===== src/rtl/axil_led_pkg.sv =====
// Shared definitions for the AXI4-Lite LED command register block.
// Latency: n/a (constants, types and pure helper functions only).
// Backpressure: n/a.
package axil_led_pkg;

    // Byte offsets of the mapped registers
    localparam logic [7:0] CMD     = 8'h00;
    localparam logic [7:0] STATUS  = 8'h04;
    localparam logic [7:0] SCRATCH = 8'h08;

    // LED controller command modes; anything outside DISPLAY..MODN is rejected
    localparam logic [2:0] DISPLAY = 3'd1;
    localparam logic [2:0] SHIFT   = 3'd2;
    localparam logic [2:0] BLINK   = 3'd3;
    localparam logic [2:0] MODN    = 3'd4;

    // AXI response codes
    localparam logic [1:0] OKAY    = 2'd0;
    localparam logic [1:0] SLVERR  = 2'd2;
    localparam logic [1:0] DECERR  = 2'd3;

    typedef enum logic {W_IDLE, W_RESP} wr_state_t;
    typedef enum logic {R_IDLE, R_DATA} rd_state_t;

    typedef enum logic [1:0] {REG_CMD, REG_STATUS, REG_SCRATCH, REG_NONE} reg_sel_t;

    // Word-aligned decode; the two byte-offset bits are ignored
    function automatic reg_sel_t decode_addr(input logic [31:0] addr);
        logic [31:0] word;
        word = addr & 32'hFFFF_FFFC;
        if (word == {24'h0, CMD})          return REG_CMD;
        else if (word == {24'h0, STATUS})  return REG_STATUS;
        else if (word == {24'h0, SCRATCH}) return REG_SCRATCH;
        else                               return REG_NONE;
    endfunction

    function automatic logic mode_valid(input logic [2:0] m);
        return (m >= DISPLAY) && (m <= MODN);
    endfunction

endpackage


===== src/rtl/axil_led_wr_capture.sv =====
// Captures AW and W independently (any order) and runs the B response handshake.
// Latency: commit one cycle after the later AW/W handshake; BVALID rises with the commit.
// Backpressure: AWREADY/WREADY stay low from capture until BREADY accepts the response.
module axil_led_wr_capture
    import axil_led_pkg::*;
#(
    parameter int ADDR_W = 4
) (
    input  logic              clk,
    input  logic              rst,
    input  logic [ADDR_W-1:0] awaddr,
    input  logic              awvalid,
    output logic              awready,
    input  logic [31:0]       wdata,
    input  logic [3:0]        wstrb,
    input  logic              wvalid,
    output logic              wready,
    output logic [1:0]        bresp,
    output logic              bvalid,
    input  logic              bready,
    output logic              commit,
    output logic [ADDR_W-1:0] cap_addr,
    output logic [31:0]       cap_data,
    output logic [3:0]        cap_strb,
    input  logic [1:0]        commit_resp
);

    wr_state_t  state, state_nxt;
    logic       aw_done, w_done, aw_done_nxt, w_done_nxt;
    logic       live;
    logic       aw_hs, w_hs;
    logic [1:0] bresp_q;

    assign aw_hs = awvalid && awready;
    assign w_hs  = wvalid && wready;
    assign bresp = bresp_q;

    // State register, per-channel capture flags and the response latched at commit
    always_ff @(posedge clk) begin
        if (rst) begin
            state   <= W_IDLE;
            aw_done <= 1'b0;
            w_done  <= 1'b0;
            live    <= 1'b0;
            bresp_q <= 2'b00;
        end else begin
            live    <= 1'b1;
            state   <= state_nxt;
            aw_done <= aw_done_nxt;
            w_done  <= w_done_nxt;
            if (commit) bresp_q <= commit_resp;
        end
    end

    // Payload registers, loaded on their own channel handshake
    always_ff @(posedge clk) begin
        if (rst) begin
            cap_addr <= '0;
            cap_data <= '0;
            cap_strb <= '0;
        end else begin
            if (aw_hs) cap_addr <= awaddr;
            if (w_hs) begin
                cap_data <= wdata;
                cap_strb <= wstrb;
            end
        end
    end

    // Next state: both channels captured moves to RESP, BREADY returns to IDLE
    always_comb begin
        state_nxt   = state;
        aw_done_nxt = aw_done;
        w_done_nxt  = w_done;
        case (state)
            W_IDLE: begin
                if (aw_done && w_done) begin
                    state_nxt   = W_RESP;
                    aw_done_nxt = 1'b0;
                    w_done_nxt  = 1'b0;
                end else begin
                    if (aw_hs) aw_done_nxt = 1'b1;
                    if (w_hs)  w_done_nxt  = 1'b1;
                end
            end
            W_RESP:  if (bready) state_nxt = W_IDLE;
            default: state_nxt = W_IDLE;
        endcase
    end

    // Outputs: readies held low in reset cycle via live, commit is the cycle before RESP
    always_comb begin
        awready = live && (state == W_IDLE) && !aw_done;
        wready  = live && (state == W_IDLE) && !w_done;
        bvalid  = (state == W_RESP);
        commit  = (state == W_IDLE) && aw_done && w_done;
    end

endmodule


===== src/rtl/axil_led_regs.sv =====
// AXI4-Lite CMD/STATUS/SCRATCH registers feeding the LED controller; STATUS built only with AXIL_LED_STATUS_EN.
// Latency: write commits (and o_dvalid pulses) one cycle after the later AW/W handshake; read data one cycle after AR.
// Backpressure: one write and one read outstanding; readies drop until the B/R response is taken.
module axil_led_regs
    import axil_led_pkg::*;
#(
    parameter int ADDR_W = 4,
    parameter int DATA_W = 32
) (
    input  logic              i_axi_aclk_100MHZ,
    input  logic              i_rst,
    input  logic [ADDR_W-1:0] i_awaddr,
    input  logic              i_awvalid,
    output logic              o_awready,
    input  logic [DATA_W-1:0] i_wdata,
    input  logic [3:0]        i_wstrb,
    input  logic              i_wvalid,
    output logic              o_wready,
    output logic [1:0]        o_bresp,
    output logic              o_bvalid,
    input  logic              i_bready,
    input  logic [ADDR_W-1:0] i_araddr,
    input  logic              i_arvalid,
    output logic              o_arready,
    output logic [DATA_W-1:0] o_rdata,
    output logic [1:0]        o_rresp,
    output logic              o_rvalid,
    input  logic              i_rready,
    output logic              o_dvalid,
    output logic [2:0]        o_mode,
    output logic [3:0]        o_data
);

    logic              clk;
    logic              wr_commit;
    logic [ADDR_W-1:0] cap_addr;
    logic [31:0]       cap_data;
    logic [3:0]        cap_strb;
    logic [1:0]        wr_resp;
    logic              cmd_we, cmd_rej, scratch_we;
    reg_sel_t          wr_sel, rd_sel;
    logic [2:0]        mode_q;
    logic [3:0]        data_q;
    logic [31:0]       scratch_q;
    logic              dvalid_q;
    rd_state_t         rd_state, rd_state_nxt;
    logic              rd_live, ar_hs;
    logic [31:0]       rdata_q, rdata_nxt;
    logic [1:0]        rresp_q, rresp_nxt;
`ifdef AXIL_LED_STATUS_EN
    logic [7:0]        acc_cnt, rej_cnt;
`endif

    assign clk      = i_axi_aclk_100MHZ;
    assign o_mode   = mode_q;
    assign o_data   = data_q;
    assign o_dvalid = dvalid_q;
    assign o_rdata  = rdata_q;
    assign o_rresp  = rresp_q;

    axil_led_wr_capture #(.ADDR_W(ADDR_W)) u_wr (
        .clk        (clk),
        .rst        (i_rst),
        .awaddr     (i_awaddr),
        .awvalid    (i_awvalid),
        .awready    (o_awready),
        .wdata      (i_wdata),
        .wstrb      (i_wstrb),
        .wvalid     (i_wvalid),
        .wready     (o_wready),
        .bresp      (o_bresp),
        .bvalid     (o_bvalid),
        .bready     (i_bready),
        .commit     (wr_commit),
        .cap_addr   (cap_addr),
        .cap_data   (cap_data),
        .cap_strb   (cap_strb),
        .commit_resp(wr_resp)
    );

    assign wr_sel = decode_addr(32'(cap_addr));
    assign rd_sel = decode_addr(32'(i_araddr));
    assign ar_hs  = i_arvalid && o_arready;

    // Classify the captured write; enables are qualified by the commit cycle
    always_comb begin
        wr_resp    = DECERR;
        cmd_we     = 1'b0;
        cmd_rej    = 1'b0;
        scratch_we = 1'b0;
        case (wr_sel)
            REG_CMD: begin
                if (!cap_strb[0]) begin
                    wr_resp = OKAY;
                end else if (mode_valid(cap_data[2:0])) begin
                    wr_resp = OKAY;
                    cmd_we  = wr_commit;
                end else begin
                    wr_resp = SLVERR;
                    cmd_rej = wr_commit;
                end
            end
            REG_STATUS: begin
`ifdef AXIL_LED_STATUS_EN
                wr_resp = SLVERR;
`else
                wr_resp = DECERR;
`endif
            end
            REG_SCRATCH: begin
                wr_resp    = OKAY;
                scratch_we = wr_commit;
            end
            default: wr_resp = DECERR;
        endcase
    end

    // CMD and SCRATCH storage plus the one-cycle command strobe
    always_ff @(posedge clk) begin
        if (i_rst) begin
            mode_q    <= 3'd0;
            data_q    <= 4'd0;
            scratch_q <= 32'd0;
            dvalid_q  <= 1'b0;
        end else begin
            dvalid_q <= cmd_we;
            if (cmd_we) begin
                mode_q <= cap_data[2:0];
                data_q <= cap_data[7:4];
            end
            if (scratch_we) begin
                for (int b = 0; b < 4; b++) begin
                    if (cap_strb[b]) scratch_q[8*b +: 8] <= cap_data[8*b +: 8];
                end
            end
        end
    end

`ifdef AXIL_LED_STATUS_EN
    // Accepted/rejected command counters, free-running wrap at 255
    always_ff @(posedge clk) begin
        if (i_rst) begin
            acc_cnt <= 8'd0;
            rej_cnt <= 8'd0;
        end else begin
            if (cmd_we)  acc_cnt <= acc_cnt + 8'd1;
            if (cmd_rej) rej_cnt <= rej_cnt + 8'd1;
        end
    end
`endif

    // Read state register
    always_ff @(posedge clk) begin
        if (i_rst) begin
            rd_state <= R_IDLE;
            rd_live  <= 1'b0;
        end else begin
            rd_state <= rd_state_nxt;
            rd_live  <= 1'b1;
        end
    end

    // Read next state: AR handshake enters DATA, RREADY returns to IDLE
    always_comb begin
        rd_state_nxt = rd_state;
        case (rd_state)
            R_IDLE:  if (ar_hs) rd_state_nxt = R_DATA;
            R_DATA:  if (i_rready) rd_state_nxt = R_IDLE;
            default: rd_state_nxt = R_IDLE;
        endcase
    end

    // Read handshake outputs
    always_comb begin
        o_arready = rd_live && (rd_state == R_IDLE);
        o_rvalid  = (rd_state == R_DATA);
    end

    // Read mux; sampled at the AR edge so a same-edge write commit is not seen
    always_comb begin
        rdata_nxt = 32'd0;
        rresp_nxt = DECERR;
        case (rd_sel)
            REG_CMD: begin
                rdata_nxt = {24'd0, data_q, 1'b0, mode_q};
                rresp_nxt = OKAY;
            end
`ifdef AXIL_LED_STATUS_EN
            REG_STATUS: begin
                rdata_nxt = {16'd0, rej_cnt, acc_cnt};
                rresp_nxt = OKAY;
            end
`endif
            REG_SCRATCH: begin
                rdata_nxt = scratch_q;
                rresp_nxt = OKAY;
            end
            default: begin
                rdata_nxt = 32'd0;
                rresp_nxt = DECERR;
            end
        endcase
    end

    // Read data/response registers, held until the R handshake
    always_ff @(posedge clk) begin
        if (i_rst) begin
            rdata_q <= 32'd0;
            rresp_q <= 2'b00;
        end else if (ar_hs) begin
            rdata_q <= rdata_nxt;
            rresp_q <= rresp_nxt;
        end
    end

endmodule


===== config.mk =====
export PLATFORM = sky130hd
export DESIGN_NAME = axil_led_regs
export DESIGN_NICKNAME = d
export VERILOG_FILES = /design/src/rtl/axil_led_pkg.sv /design/src/rtl/axil_led_wr_capture.sv /design/src/rtl/axil_led_regs.sv
export SDC_FILE = /design/constraint.sdc
export NUM_CORES = 1
export LEC_CHECK = 0
export ABC_AREA = 1
export CAP_MARGIN = 20
export CORE_ASPECT_RATIO = 0.6
export CORE_MARGIN = 2
export CORE_UTILIZATION = 54
export CTS_CLUSTER_SIZE = 24
export DETAILED_ROUTE_END_ITERATION = 12
export MAX_ROUTING_LAYER = met4
export PLACE_DENSITY = 0.85
export SLEW_MARGIN = 20
export SYNTH_ARGS = -nofsm -noshare
export SYNTH_HDL_FRONTEND = slang
export SYNTH_SLANG_ARGS = --single-unit

===== constraint.sdc =====
create_clock -name i_axi_aclk_100MHZ -period 2.6 [get_ports i_axi_aclk_100MHZ]
set_input_delay 0.52 -clock i_axi_aclk_100MHZ [delete_from_list [all_inputs] [get_ports i_axi_aclk_100MHZ]]
set_output_delay 0.52 -clock i_axi_aclk_100MHZ [all_outputs]
set_load 0.1 [all_outputs]

## Word level (Yosys, flattened, before mapping)

Index checks and enable logic that the tools add are counted.

- Register bits: 121
- Input bits: 51
- Output and inout port bits: 49
- Word-level logic and storage cells: 80

- $lt $le $gt $ge: 2
- Equality and inequality tests: 6
- Multiplexer cells: 26
- Bitwise gates (word level): 2
- Reductions and logical operators: 26

Operator list:

| kind | count |
|---|---|
| 32-bit logical NOT | 2 |
| 32-bit one-hot mux with 2 select lines | 1 |
| 1-bit 2-to-1 mux | 15 |
| 2-bit 2-to-1 mux | 7 |
| 2-bit AND reduction | 6 |
| 1-bit logical AND | 11 |
| 2-bit equality test, second input constant | 4 |
| 2-bit by 1-bit equality test with 1-bit output, second input constant | 2 |
| 2-bit logical NOT | 2 |
| 1-bit one-hot mux with 2 select lines | 2 |
| 2-bit one-hot mux with 2 select lines | 1 |
| 2-bit nonzero test | 2 |
| 3-bit by 1-bit >= comparator with 1-bit output, second input constant | 1 |
| 3-bit <= comparator, second input constant | 1 |
| 1-bit logical NOT | 2 |
| 1-bit inverter | 2 |
| 2-bit OR reduction | 1 |

## Logic depth before layout (Yosys ltp)

- Depth in word-level cells: 7
- Mapped depth: 8
- Gate-level depth less buffers: 7

## Modules after synthesis

Synthesis repeated with hierarchy kept, for this count alone.

- Cells, all modules: 671
- Area total of the unflattened synthesis: 4,914.7 um2

By module, submodules not included:

| module | times used | cells an instance | area an instance (um2) | sequential area each (um2) |
|---|---|---|---|---|
| axil_led_regs | 1 | 374 | 2,865.2 | 1,501.4 |
| axil_led_wr_capture | 1 | 297 | 2,049.5 | 920.9 |

## Worst setup path after synthesis

Ideal clock, no wire load.

- Path kind: register -> register
- Start point: register u_wr.state, in the netlist u_wr.bvalid
- End point: register u_wr.cap_addr[2]
- Library setup time: 0.117 ns
- Data arrival time: 2.636 ns
- Required time: 2.483 ns
- Slack: -0.153 ns
- Stages on the path, launching flop included: 7
- Path buffers: 0
- Period minus slack after synthesis: 2.753 ns
- Cell sequence: dfxtp_1 -> inv_2 -> nand2_2 -> nor2_1 -> nand2_1 -> o21ai_0 -> nor2_1

- Cells in the longest elaborated chain, start to end: 4

Ends and longest elaborated chain:

| element | line | source |
|---|---|---|
| start, declared | axil_led_wr_capture.sv:28 | `wr_state_t state, state_nxt;` |
| start signal, assigned | axil_led_wr_capture.sv:48 | `state <= state_nxt;` |
| 1-bit inverter | axil_led_wr_capture.sv:93 | `awready = live && (state == W_IDLE) && !aw_done;` |
| 1-bit logical AND (2 in series) | axil_led_wr_capture.sv:93 |  |
| net o_awready | axil_led_regs.sv:14 | `output logic o_awready,` |
| 1-bit logical AND | axil_led_wr_capture.sv:34 | `assign aw_hs = awvalid && awready;` |
| end signal, assigned | axil_led_wr_capture.sv:62 | `if (aw_hs) cap_addr <= awaddr;` |
| end, declared | axil_led_wr_capture.sv:22 | `output logic [ADDR_W-1:0] cap_addr,` |

The timed path passes the listed nets, and every way through them passes these cells.
A chain may end at the register's enable or synchronous reset.

## Final worst setup path

- Start point: register u_wr.state, in the netlist u_wr.bvalid
- End point: output port o_wready

- Cells in the longest elaborated chain, start to end: 3

Ends and longest elaborated chain:

| element | line | source |
|---|---|---|
| 1-bit inverter | axil_led_wr_capture.sv:94 | `wready = live && (state == W_IDLE) && !w_done;` |
| 1-bit logical AND (2 in series) | axil_led_wr_capture.sv:94 |  |
| end, declared | axil_led_regs.sv:18 | `output logic o_wready,` |

No other way between the ends.

==> key figures <==
Floorplan
  • Row cnt: 25
  • Initial core utilization: 0.5639
  • Core Area: 7945 µm²
  • Die area: 9066 µm²
  • Die width: around 120 µm
  • Die height: 74.56 µm
  • IO Pins: 100

Setup path
  • R2r endpoint: scratch_q[1]
  • Critical path class: reg2out
  • R2r startpoint: u_wr.cap_addr[3]
  • Slowest Stage Delay on Critical Path: 330 ps
  • Crit path capture type: output pin
  • Crit path required time: ~2100 ps
  • Critical Path Fanout Max: 3
  • CP startpoint: u_wr.bvalid
  • Worst setup SP type: flip-flop
  • R2r setup slk: approximately 890 ps
  • Crit-path slowest cell: buf_4
  • Worst-path cell chain: inv_2 > nand2_2 > nor2_2 > buf_4
  • Crit path DAT: between 1000 and 1500 ps
  • FF-to-FF path depth: 6

Power and ir drop
  • Lkg Pwr: ~2.3 nW
  • Cell-internal power: around 0.0034 W
  • Flop pwr share: 0.431
  • Worst vdd ir: approximately 0.00051 V
  • Comb pwr share: 0.096
  • Clk pwr share: 0.473
  • NetSw: 0.001086 W
  • PD cells: 764.3 nW/µm²
  • Switching Share: 0.2440
  • Final Power: 0.004451 W

Global routing
  • Overflow after GRT: 0
  • Largest net degree at the start of global routing: 63
  • Initial antenna violation count: 0
  • First-pass GRT wire length: 18670 µm
  • All-Layer GR Usage: 0.2814
  • Vias in the first global route: approximately 3800

Run
  • Maxcap violations: 0

Layout
  • Total inserted antenna cells: 0
  • Layout Nets: approximately 720
  • Fillers: about 620
  • Share of layout cells above drive strength 1: 0.1475
  • Area Growth Syn to Fin: 29.96%

Timing
  • RSZ-0062 raised after global routing: false
  • Fin. Hold Viols: 0
  • Final period util: 0.7364
  • Period minus WS final: 1915 ps
  • Clock Skew: roughly 6.3 ps
  • Slew HR: 0.5883
  • Slew @ Worst Pin: 616.8 ps
  • F_max: 0.5223 GHz
  • Setup violators final: 0
  • Final Max Slew Viols: 0
  • Sum Neg Setup Slack: 0 ps

Logic synthesis
  • Synth Register Bits: 118
  • Ys flop type: dfxtp_1
  • Syn Inst Count: between 500 and 600
  • Netlist cell types: 24
  • Most frequent cell after synthesis: nor2_1
  • Mapped Area: 4481 µm²
  • Sequential share of the synthesized area: 0.5272
  • EDFF count, synth: 0
  • Syn nets: around 630
  • Synth async-reset ratio: 0
  • Top cell type's share of synthesized area: 0.5272
  • Synth area leaders: dfxtp_1, nor2_1, nand2_1
  • Commonest cells post-synth: nor2_1, dfxtp_1, nand2_1
  • Mean Syn Cell Area: 7.685 µm²
  • Synth Warn #: 0
  • Synth area leader: dfxtp_1

Clock tree
  • CTS tree: built
  • H-tree Lvls: 4
  • Resize count post-CTS: 0
  • Clock latency on the worst-skew pair: 410 ps
  • Clk buf depth: 2
  • Post-CTS setup buffers: 0
  • Cts hold-fix bufs: 0
  • Clock Sinks: 118
  • Num CTS Buffers: 17
  • CTS root buffer: clkbuf_16
  • Clock-pin transition on the worst setup and hold timing paths: around 50 ps

Min path
  • Hold path cells: 2
  • Worst Hold Launch: o_rdata[21]
  • Hold worst-path end: o_rdata[21]
  • Tightest Hold Check Type: reg2reg

Placed design
  • Port Buffers: 95
  • RD Place Congestion: around 0.84
  • Half-perimeter wire length after placement: roughly 8000 µm

Routing
  • Routed wire length: 11790 µm
  • Routed length per placed instance: ~15 µm
  • Vias: ~4200
  • Initial DRC count: around 360
  • Via density: between 5 and 6
  • Post-route ant nets: 0
  • Drc violations: 0
  • TritonRoute pass-1 iters: 5

Status
  • Status: completed
-- cell usage in the layout, fill, tap and decap left out, types with 2 or more instances in the layout --
| master | count |
|---|---|
| nor2_1 | 130 |
| dfxtp_1 | 118 |
| nand2_1 | 80 |
| buf_4 | 55 |
| a21oi_1 | 53 |
| o21ai_0 | 52 |
| clkdlybuf4s50_1 | 45 |
| nand3_1 | 42 |
| nand4_1 | 25 |
| inv_1 | 21 |
| clkbuf_16 | 17 |
| clkbuf_8 | 6 |
| inv_2 | 5 |
| nor2_2 | 5 |
| clkbuf_1 | 5 |
| o21ai_1 | 4 |
| clkinv_2 | 4 |
| nand2_2 | 2 |
| nand3_2 | 2 |
| nor3_1 | 2 |
-- how the worst max path moves through the flow --
stage	cells after the start	slack, ps	to
after floorplan	7	110	u_wr.cap_data[0]
after global placement	6	760	o_rdata[17]
after detailed placement	6	720	o_rdata[24]
after CTS	4	690	o_wready
after global routing	4	630	o_wready
final	4	690	o_wready
-- worst max-delay path: cells and delay by family, from the launching register on --
family / cells / cell delay, ps
buffers and inverters: 2 / 420
and+or+nand+nor: 2 / 260
DFF: 1 / 310
-- layout make-up --
class	instances	area (µm²)	share of cell area
flip-flops and latches	118	2362	0.4057
multi-input cells	400	1804	0.3098
repair buffers	101	868.3	0.1491
clock buffers	28	526.8	0.09046
well taps	108	135.1	0.02321
inverters	28	111.4	0.01912
clock inverters	3	15.01	0.002578
-- power groups by stage --
stage	Clock [W]	Combinational, W	Sequential, W
finish	0.00211	0.000427	0.00192
global route	0.00220	0.000461	0.00192
CTS	0.00212	0.000424	0.00192
detailed placement	0	0.000421	0.00195
global placement	0	0.000412	0.00195
floorplan	0	0.000233	0.00201
-- per-stage QoR --
stage          hold slack [ps]  std cells  cell area, µm²  utilization  worst slack, ps
2_1_floorplan            440.6        583            4483            -            114.9
3_3_place_gp             452.6        755            5281       0.6647            761.0
3_5_place_dp             455.3        755            5281       0.6647            721.5
4_1_cts                  462.0        786            5823       0.7329            692.2
5_1_grt                  476.6        786            5823       0.7329            628.2
6_report                 461.7        786            5823       0.7329            685.5
-- metal layers --
layer  part of all wire  GRT usage  up-vias
li1                   -          -     2087
met4              0.017    0.09579        0
met2               0.43     0.4001      164
met1               0.47     0.3834     1929
met3              0.079    0.08359       26
met5                  0          -        -
-- cells by family (layout without fill, tap and decap cells) --
kind of cell / Yosys count / in the layout / share of synthesized area
simple gates: 291 / 291 / 0.2804
flops: 118 / 118 / 0.5272
compound gates: 109 / 109 / 0.1218
buf+inv: 65 / 160 / 0.07065
-- state kept, by name, summed over array words and instances, names as in the netlist --
name	count
u_wr.aw_done	1
o_mode	3
o_rdata	32
u_wr.bvalid	1
u_wr.w_done	1
u_wr.cap_addr	2
u_wr.cap_data	32
u_wr.live	1
o_data	4
u_wr.cap_strb	4
u_wr.bresp	2
o_rresp	1
scratch_q	32
o_dvalid	1
o_rvalid	1
Power figures use the tool's default switching activity.
